### src/rtl/mem_port_arbiter.sv
// mem_port_arbiter
// Shares one memory port between instruction fetch and data access.
// Only one transaction is in flight at a time. The data side has priority,
// but a pending fetch is guaranteed a grant after STARVE consecutive data
// grants.
//
//   state  | meaning
//   -------+----------------------------------------------------------------
//   IDLE   | port free; arbitrate, grant combinationally, stores finish here
//   WAIT   | read in flight; lat_cnt counts down, owner's rvalid at count 1
//
// Outputs are forced to zero while reset is high, so that a request seen
// during reset never reaches the memory as a write.
module mem_port_arbiter #(
   parameter int AW     = 64,
   parameter int DW     = 64,
   parameter int LAT    = 1,
   parameter int STARVE = 4
) (
   input  logic          clk,
   input  logic          reset,

   input  logic          i_req,
   input  logic [AW-1:0] i_addr,
   output logic          i_gnt,
   output logic          i_rvalid,
   output logic [31:0]   i_rdata,

   input  logic          d_req,
   input  logic          d_we,
   input  logic [AW-1:0] d_addr,
   input  logic [DW-1:0] d_wdata,
   output logic          d_gnt,
   output logic          d_rvalid,
   output logic [DW-1:0] d_rdata,

   output logic [AW-1:0] mem_addr,
   output logic [DW-1:0] mem_wdata,
   output logic          mem_wr,
   input  logic [DW-1:0] mem_rdata,

   output logic          busy
);

   localparam int LCW = (LAT > 1) ? $clog2(LAT + 1) : 1;
   localparam int SCW = (STARVE > 1) ? $clog2(STARVE + 1) : 1;

   localparam logic [LCW-1:0] LAT_INIT   = LCW'(LAT);
   localparam logic [LCW-1:0] LAT_LAST   = LCW'(1);
   localparam logic [SCW-1:0] STARVE_MAX = SCW'(STARVE);

   typedef enum logic {
      S_IDLE = 1'b0,
      S_WAIT = 1'b1
   } state_t;

   state_t           state_q,      state_d;
   logic [LCW-1:0]   lat_cnt_q,    lat_cnt_d;
   logic [SCW-1:0]   starve_cnt_q, starve_cnt_d;
   logic [AW-1:0]    addr_q,       addr_d;
   logic             own_data_q,   own_data_d;   // 1: data side owns the read
   logic             we_q,         we_d;

   logic             fetch_forced;
   logic             d_wins;
   logic             i_wins;

   // Winner selection: the fetch side wins a collision only once the data
   // side has used up its allowance of consecutive grants.
   always_comb begin
      fetch_forced = i_req && (starve_cnt_q == STARVE_MAX);
      d_wins       = d_req && !fetch_forced;
      i_wins       = i_req && !d_wins;
   end

   // Next-state, counters and all port outputs.
   always_comb begin
      state_d      = state_q;
      lat_cnt_d    = lat_cnt_q;
      starve_cnt_d = starve_cnt_q;
      addr_d       = addr_q;
      own_data_d   = own_data_q;
      we_d         = we_q;

      i_gnt        = 1'b0;
      i_rvalid     = 1'b0;
      i_rdata      = '0;
      d_gnt        = 1'b0;
      d_rvalid     = 1'b0;
      d_rdata      = '0;
      mem_addr     = '0;
      mem_wdata    = '0;
      mem_wr       = 1'b0;
      busy         = 1'b0;

      if (!reset) begin
         unique case (state_q)
            S_IDLE: begin
               if (d_wins) begin
                  d_gnt      = 1'b1;
                  mem_addr   = d_addr;
                  addr_d     = d_addr;
                  own_data_d = 1'b1;
                  we_d       = d_we;
                  if (d_we) begin
                     // Store completes in the grant cycle; port stays free.
                     mem_wr    = 1'b1;
                     mem_wdata = d_wdata;
                  end else begin
                     state_d   = S_WAIT;
                     lat_cnt_d = LAT_INIT;
                  end
                  if (i_req) begin
                     starve_cnt_d = (starve_cnt_q == STARVE_MAX) ?
                                    STARVE_MAX : starve_cnt_q + SCW'(1);
                  end else begin
                     starve_cnt_d = '0;
                  end
               end else if (i_wins) begin
                  i_gnt        = 1'b1;
                  mem_addr     = i_addr;
                  addr_d       = i_addr;
                  own_data_d   = 1'b0;
                  we_d         = 1'b0;
                  state_d      = S_WAIT;
                  lat_cnt_d    = LAT_INIT;
                  starve_cnt_d = '0;
               end
            end

            S_WAIT: begin
               busy      = 1'b1;
               mem_addr  = addr_q;
               lat_cnt_d = lat_cnt_q - LCW'(1);
               if (lat_cnt_q == LAT_LAST) begin
                  state_d = S_IDLE;
                  if (own_data_q) begin
                     if (!we_q) begin
                        d_rvalid = 1'b1;
                        d_rdata  = mem_rdata;
                     end
                  end else begin
                     i_rvalid = 1'b1;
                     i_rdata  = mem_rdata[31:0];
                  end
               end
            end

            default: begin
               state_d = S_IDLE;
            end
         endcase
      end
   end

   // State and context registers; reset abandons any read in flight.
   always_ff @(posedge clk) begin
      if (reset) begin
         state_q      <= S_IDLE;
         lat_cnt_q    <= '0;
         starve_cnt_q <= '0;
         addr_q       <= '0;
         own_data_q   <= 1'b0;
         we_q         <= 1'b0;
      end else begin
         state_q      <= state_d;
         lat_cnt_q    <= lat_cnt_d;
         starve_cnt_q <= starve_cnt_d;
         addr_q       <= addr_d;
         own_data_q   <= own_data_d;
         we_q         <= we_d;
      end
   end

endmodule

### config.mk
export PLATFORM = sky130hd
export DESIGN_NAME = mem_port_arbiter
export DESIGN_NICKNAME = d
export VERILOG_FILES = /design/src/rtl/mem_port_arbiter.sv
export SDC_FILE = /design/constraint.sdc
export NUM_CORES = 1
export LEC_CHECK = 0
export CAP_MARGIN = 20
export CORE_AREA = 4 4 191 193
export DETAILED_ROUTE_END_ITERATION = 10
export DIE_AREA = 0 0 195 197
export PLACE_DENSITY = 0.52
export SYNTH_ARGS = -nofsm -noshare
export SYNTH_HDL_FRONTEND = slang
export SYNTH_SLANG_ARGS = --single-unit
### constraint.sdc
create_clock -name clk -period 1.8 [get_ports clk]
set_input_delay 0.18 -clock clk [delete_from_list [all_inputs] [get_ports clk]]
set_output_delay 0.18 -clock clk [all_outputs]
set_load 0.05 [all_outputs]
==> results of run 1 <==
==> power breakdown <==
group / switching [uW] / internal, uW
Clock: 762 / 1200
Sequential: 76.3 / 1730
Combinational: 1970 / 1970
==> stage by stage <==
step / setup slack [ns] / utilization [%]
3_3_place_gp: -0.0827 / 42.8
2_1_floorplan: -0.0646 / -
4_1_cts: -0.424 / 47.1
3_5_place_dp: -0.100 / 42.8
6_report: -0.402 / 47.2
5_1_grt: -0.454 / 47.2
==> flip-flops by register name, indices dropped and copies added, names as in the netlist <==
register      count
lat_cnt_q         1
we_q              1
own_data_q        1
starve_cnt_q      3
state_q           1
addr_q           64
==> worst max-delay path, delay by kind of cell, from the launching register on <==
family | cells | cell delay [ns]
adder cells (fa/ha/maj) | 1 | 0.16
buffers and inverters | 3 | 0.36
AO/OA/AOI/OAI | 2 | 0.58
AND/OR/NAND/NOR | 1 | 0.24
flip-flops | 1 | 0.34
==> layer usage <==
layer	wire length (um)	share of wire, %
met1	15400	36
met2	23500	54
met3	3320	7.7
met4	986	2.3
met5	41	0.095
==> cells in the final DEF, fill, tap and decap left out, types with 9 or more instances in the layout <==
master / instances
buf_6: 11
o21ai_1: 13
diode_2: 14
o21ai_0: 51
dfxtp_1: 68
a221o_2: 11
nand3_1: 24
buf_16: 9
nor2_1: 68
nand3_4: 9
and2_1: 24
buf_12: 254
nand3_2: 32
inv_1: 41
buf_4: 56
clkbuf_16: 12
and2_2: 21
and2_4: 139
clkdlybuf4s50_1: 257
a311oi_1: 63
a221oi_4: 40
a31oi_1: 41
==> final timing paths <==
check | endpoint | slack, ns | depth (start not counted)
worst min register to register | we_q$_SDFFE_PP0P_ | 0.46 | 2
worst max register to register | addr_q[42]$_SDFFE_PP0P_ | 0.04 | 9
worst min-delay path | starve_cnt_q[2]$_SDFFE_PP0P_ | 0.22 | 3
worst max-delay path | mem_addr[47] | -0.40 | 7
==> layout make-up <==
class	count	area (sq um)
multi-input combinational	578	5210
clock buffer	12	268
timing repair buffer	595	8580
fill	3142	18200
inverter	44	165
sequential	71	1430
clock inverter	4	51.3
tap	455	569
antenna	14	35.0
==> logic make-up after synthesis <==
kind of cell	Yosys count	synth area share (%)
buffers and inverters	143	10.5
flip-flops	71	24.9
AND/OR/NAND/NOR	331	32.3
AO/OA/AOI/OAI	245	31.9
adder cells (fa/ha/maj)	2	0.438
==> timing repair <==
action,CTS,global route
setup endpoints to repair,229,271
gates cloned,15,2
gates resized for setup,187,24
buffers inserted,28,4
pin swaps,86,53
==> flow_summary_export.csv, run 1 <==
group,metric,value,unit
grt,globalRouteMet3Util,6.65,%
sta,unrepaired_setup_endpoints_after_global_routing,"true",
layout,non_filler_cells_in_the_finished_layout,1773,
clock_network,cts_inserted_buffers,9,
clock_network,cts.reportedPaths.clkPinSlew,0.06,ns
setup_path,maximum_single_stage_delay_on_the_critical_path,0.36,ns
logic_synthesis,ys_seq_area_share,24.9,%
sta,maximum_clock_frequency,454,MHz
logic_synthesis,yosysUniqueCellTypes,37,
placed_design,gp_routability_congestion,0.856,
outcome,outcome,"finished with violations",
logic_synthesis,number_of_storage_elements_in_the_synthesis_netlist,71,
sta,finalHoldViolCount,0,
placed_design,number_of_placed_instances_taps_included,1703,
grt,globalRoute.busiestLayer,"met2",
clock_network,ctsHoldBuffers,0,
logic_synthesis,synth.cells.most_frequent,"and2_1 (184), dfxtp_1 (71), nor2_1 (68), nand3_1 (65), a311oi_1 (64)",
detailed_routing,vias,8327,
power,leakage,0.00627,uW
power,power.ir.vdd_worst,497,uV
placed_design,place_area,0.0148,sq mm
setup_path,worst-endpoint-required,1.62,ns
floorplanning,die-area,0.0384,sq mm
layout,postLayoutCellArea,0.0163,sq mm
grt,grt_pass1_vias,8802,
floorplanning,fp.coreArea,0.0345,sq mm
grt,grt_antenna_before_repair,15,
detailed_routing,wl_per_cell,24.4,um
grt,global_routing_usage_on_met2,39.9,%
setup_path,worstPathArrival,2.02,ns
logic_synthesis,synthesis.area_per_instance,7.21,sq um
clock_network,ctsHtreeMaxLevel,3,
sta,period_share,122,%
run,cap_viol_max_count,0,
floorplanning,floorplan.rows,68,
clock_network,clock-sinks,71,
detailed_routing,total_length_of_routed_wires,43200,um
floorplanning,die_x,195,um
logic_synthesis,synth_largest_type_area_fraction,24.9,%
sta,setup_viol,229,
sta,min_period,2.20,ns
detailed_routing,detail-route-antenna-nets,0,
min_path,worst_hold_startpoint,"reset",
floorplanning,die_height,197,um
power,power_per_cell_area,473,mW/mm^2
setup_path,crit_chain,"inv_2 -> ha_4 -> a21bo_4 -> and4b_4 -> buf_12 -> a221o_4 -> buf_12",
grt,pin_count_of_the_biggest_net_entering_global_routing,61,
setup_path,crit-reg2reg-launch,"starve_cnt_q[1]$_SDFFE_PP0P_",
sta,final.hold.worst_slack,0.218,ns
grt,grtUsageTotal,21.3,%
sta,timing.max_slew.rel_slack,56.4,%
setup_path,crit_path_top_delay_cell,"a221o_4",
setup_path,crit_path_start,"starve_cnt_q[1]$_SDFFE_PP0P_",
logic_synthesis,synthDominantAreaCellType,"dfxtp_1",
grt,met1_usage,22.4,%
clock_network,tritoncts,"done",
sta,fin_setup_tns,-65.73,ns
sta,final_max_slew_viol_count,0,
layout,layout-drive-gt1-share,48.3,%
detailed_routing,firstDrtPassIters,6,
setup_path,path_common_cell,"buf_12",
setup_path,timing.critical_path.to_type,"output pin",
sta,setup_ws,-0.402,ns
logic_synthesis,mappedNetlistNets,1055,
clock_network,clockBufferDepth,2,
clock_network,buffer_cell_driving_the_clock_tree_root,"clkbuf_16",
logic_synthesis,synth_edf_count,0,
logic_synthesis,synthArstFlopShare,0,%
grt,grt-ovfl-total,0,
clock_network,worst_skew_pair.late_latency,0.34,ns
min_path,hp-class,"input pin to flop",
logic_synthesis,syn_area,0.00571,sq mm
placed_design,port_buffer_count,490,
layout,area_delta_synth_final,185,%
detailed_routing,route.detailed.drc,0,
setup_path,setup.worst_path.class,"flop to output pin",
logic_synthesis,post_synth_main_area_contributors,"dfxtp_1 (25%), and2_1 (20%), a311oi_1 (9.8%)",
detailed_routing,routed_via_density,4.70,
logic_synthesis,yosys_warnings,0,
placed_design,detailed_place_hpwl,32700,um
setup_path,startpoint_type,"flop",
grt,grt_first_pass_wirelength,61800,um
floorplanning,start_util,16.5,%
logic_synthesis,synth_top_flop_cell,"dfxtp_1",
setup_path,critical_path_fanouts_max,11,
sta,worst_slew_pin_slew,0.653,ns
outcome,violated_checks,"negative setup slack",
power,totalPowerFinal,7710,uW
logic_synthesis,synthesis.instances,792,
layout,finalNetCount,1562,
detailed_routing,drt_iter0_drcs,359,
floorplanning,boundaryPins,491,
sta,final.setup_skew,0.0101,ns
logic_synthesis,synthMostInstantiatedCell,"and2_1",
Power figures use the tool's default switching activity.
==> run 2, diff against run 1 <==
Settings changed: CORE_AREA 4 4 191 193 to 4 4 188 190, DIE_AREA 0 0 195 197 to 0 0 192 194, PLACE_DENSITY 0.52 to 0.51.
Clock period 1.8 ns to 2.7 ns, I/O delays scaled along.
==> run 2 against run 1 <==
  * The flow now finishes without violations
  * Combinational power decreased by 43%
  * Sequential power decreased by 33%
  * Via count decreased by 5.6%
  * Utilization decreased by 5.8 points
  * Final cell count decreased by 4.9%
  * Clock power decreased by 40%
  * Count of clock-buffer cells in the layout decreased by 1
  * Routed wire length decreased by 9.1%
  * First-iteration DRC count increased by 3.1%
  * Largest cell class unchanged
==> flow_summary_export.csv, run 2 (same netlist as run 1, synthesis figures left out) <==
group,metric,value,unit
grt,grt_pass1_vias,7845,
clock_network,cts.reportedPaths.clkPinSlew,0.06,ns
power,leakage,0.00523,uW
grt,grtUsageTotal,19.6,%
layout,number_of_flip_flops_under_the_largest_register_name,64,
setup_path,maximum_single_stage_delay_on_the_critical_path,0.37,ns
layout,layout.area.seq,0.00143,sq mm
detailed_routing,detail-route-antenna-nets,0,
setup_path,worstPathArrival,2.27,ns
detailed_routing,routed_via_density,4.66,
detailed_routing,route.detailed.drc,0,
setup_path,setup.worst_path.class,"flop to output pin",
floorplanning,fp.coreArea,0.0334,sq mm
floorplanning,die_x,192,um
power,power.ir.vdd_worst,298,uV
floorplanning,die-area,0.0372,sq mm
clock_network,tritoncts,"done",
layout,final_cell_mix,"clkdlybuf4s50_1 (257), buf_12 (233), and2_1 (184)",
floorplanning,start_util,17.1,%
clock_network,buffer_cell_driving_the_clock_tree_root,"clkbuf_16",
layout,mostFrequentLayoutCell,"clkdlybuf4s50_1",
grt,pin_count_of_the_biggest_net_entering_global_routing,97,
placed_design,detailed_place_hpwl,30400,um
detailed_routing,drt_iter0_drcs,370,
layout,regMostFlops,"addr_q",
sta,finalHoldViolCount,0,
placed_design,port_buffer_count,490,
detailed_routing,vias,7860,
layout,area_delta_synth_final,143,%
setup_path,startpoint_type,"flop",
setup_path,crit_chain,"inv_1 -> ha_1 -> and3_2 -> nor4_4 -> buf_4 -> buf_6 -> and2_1 -> buf_12",
layout,fillCellCount,3229,
clock_network,clock-sinks,71,
sta,worst_slew_pin_slew,0.679,ns
sta,fin_setup_tns,0,ns
sta,timing.max_slew.rel_slack,54.7,%
sta,final_max_slew_viol_count,0,
sta,maximum_clock_frequency,394,MHz
floorplanning,floorplan.rows,67,
sta,period_share,94.0,%
sta,min_period,2.54,ns
clock_network,worst_skew_pair.late_latency,0.34,ns
sta,final.setup_skew,0.0125,ns
detailed_routing,firstDrtPassIters,6,
setup_path,critical_path_fanouts_max,32,
layout,biggestRegsByFlops,"addr_q: 64 flops, starve_cnt_q: 3 flops",
detailed_routing,total_length_of_routed_wires,39300,um
outcome,outcome,"finished, final reports clean",
min_path,hp-class,"input pin to flop",
placed_design,placement.setup.worst_slack,0.493,ns
grt,grt_first_pass_wirelength,55000,um
setup_path,worst-endpoint-required,2.43,ns
clock_network,ctsHtreeMaxLevel,3,
placed_design,gp_routability_congestion,0.813,
layout,layout-drive-gt1-share,25.9,%
grt,grt_antenna_before_repair,14,
clock_network,clockBufferDepth,2,
detailed_routing,wl_per_cell,23.3,um
clock_network,ctsHoldBuffers,0,
sta,final.hold.worst_slack,0.240,ns
layout,multiInputGateArea,0.00390,sq mm
clock_network,cts_inserted_buffers,9,
floorplanning,boundaryPins,491,
setup_path,timing.critical_path.to_type,"output pin",
run,cap_viol_max_count,0,
grt,grt-ovfl-total,0,
power,power_per_cell_area,333,mW/mm^2
sta,setup_ws,0.161,ns
floorplanning,die_height,194,um
layout,finalNetCount,1490,
setup_path,crit_path_top_delay_cell,"dfxtp_1",
sta,setup_viol,0,
sta,unrepaired_setup_endpoints_after_global_routing,"false",
[run 2: cell count changes in the layout (fill, tap and decap cells not counted), sizes merged]
cell / before / now
buf: 336 / 265
bufbuf: 0 / 1
bufinv: 1 / 0
clkbuf: 14 / 11
clkinvlp: 1 / 2
diode: 14 / 6
inv: 44 / 45
[run 2: area by class of cell]
class,instances,area share [%]
Multi-Input combinational cell,578,28.1
Clock buffer,11,1.82
Antenna cell,6,0.108
Tap cell,448,4.05
Clock inverter,5,0.226
Timing Repair Buffer,523,54.2
Sequential cell,71,10.3
Inverter,44,1.19
[run 2: repair_timing]
item,in CTS,in global routing
endpoints found under the setup margin,0,54
setup buffers,0,1
gates resized for setup,0,2
[run 2: final timing paths]
kind,startpoint,to,slack [ns],cells after the start
max,starve_cnt_q[0]$_SDFFE_PP0P_,mem_wdata[9],0.16,8
min,reset,starve_cnt_q[2]$_SDFFE_PP0P_,0.24,2
max reg2reg,starve_cnt_q[0]$_SDFFE_PP0P_,addr_q[33]$_SDFFE_PP0P_,0.64,6
min reg2reg,we_q$_SDFFE_PP0P_,we_q$_SDFFE_PP0P_,0.45,2
[run 2: report_power, final]
part	switching [uW]	internal, uW	total (uW)	leakage, uW
Combinational	1140	1090	2230	0.00450
Sequential	54.0	1160	1210	0.000590
Clock	512	671	1180	0.000138
[run 2: per-layer routing]
layer | routed length, um | global-route usage [%] | vias up
met4 | 673 | 4.60 | 16
met3 | 3730 | 7.17 | 43
met5 | 89 | 0 | -
met2 | 20600 | 36.3 | 322
met1 | 14100 | 21.2 | 3705
li1 | - | - | 3774
[run 2: per-stage QoR]
step	cell area, sq um	util, %	cells	power (uW)
after floorplan	5890	-	792	2270
after global placement	13500	40.4	1662	3440
after detailed placement	13500	40.4	1662	3460
after CTS	13800	41.3	1678	4660
after global routing	13900	41.4	1684	4820
final	13900	41.4	1686	4620
[run 2: critical path, delay by kind of cell (launching register included)]
family                     cells  cell delay (ns)
DFF                            1             0.37
adders and majority gates      1             0.24
and+or+nand+nor                3             0.68
buffers and inverters          4             0.63
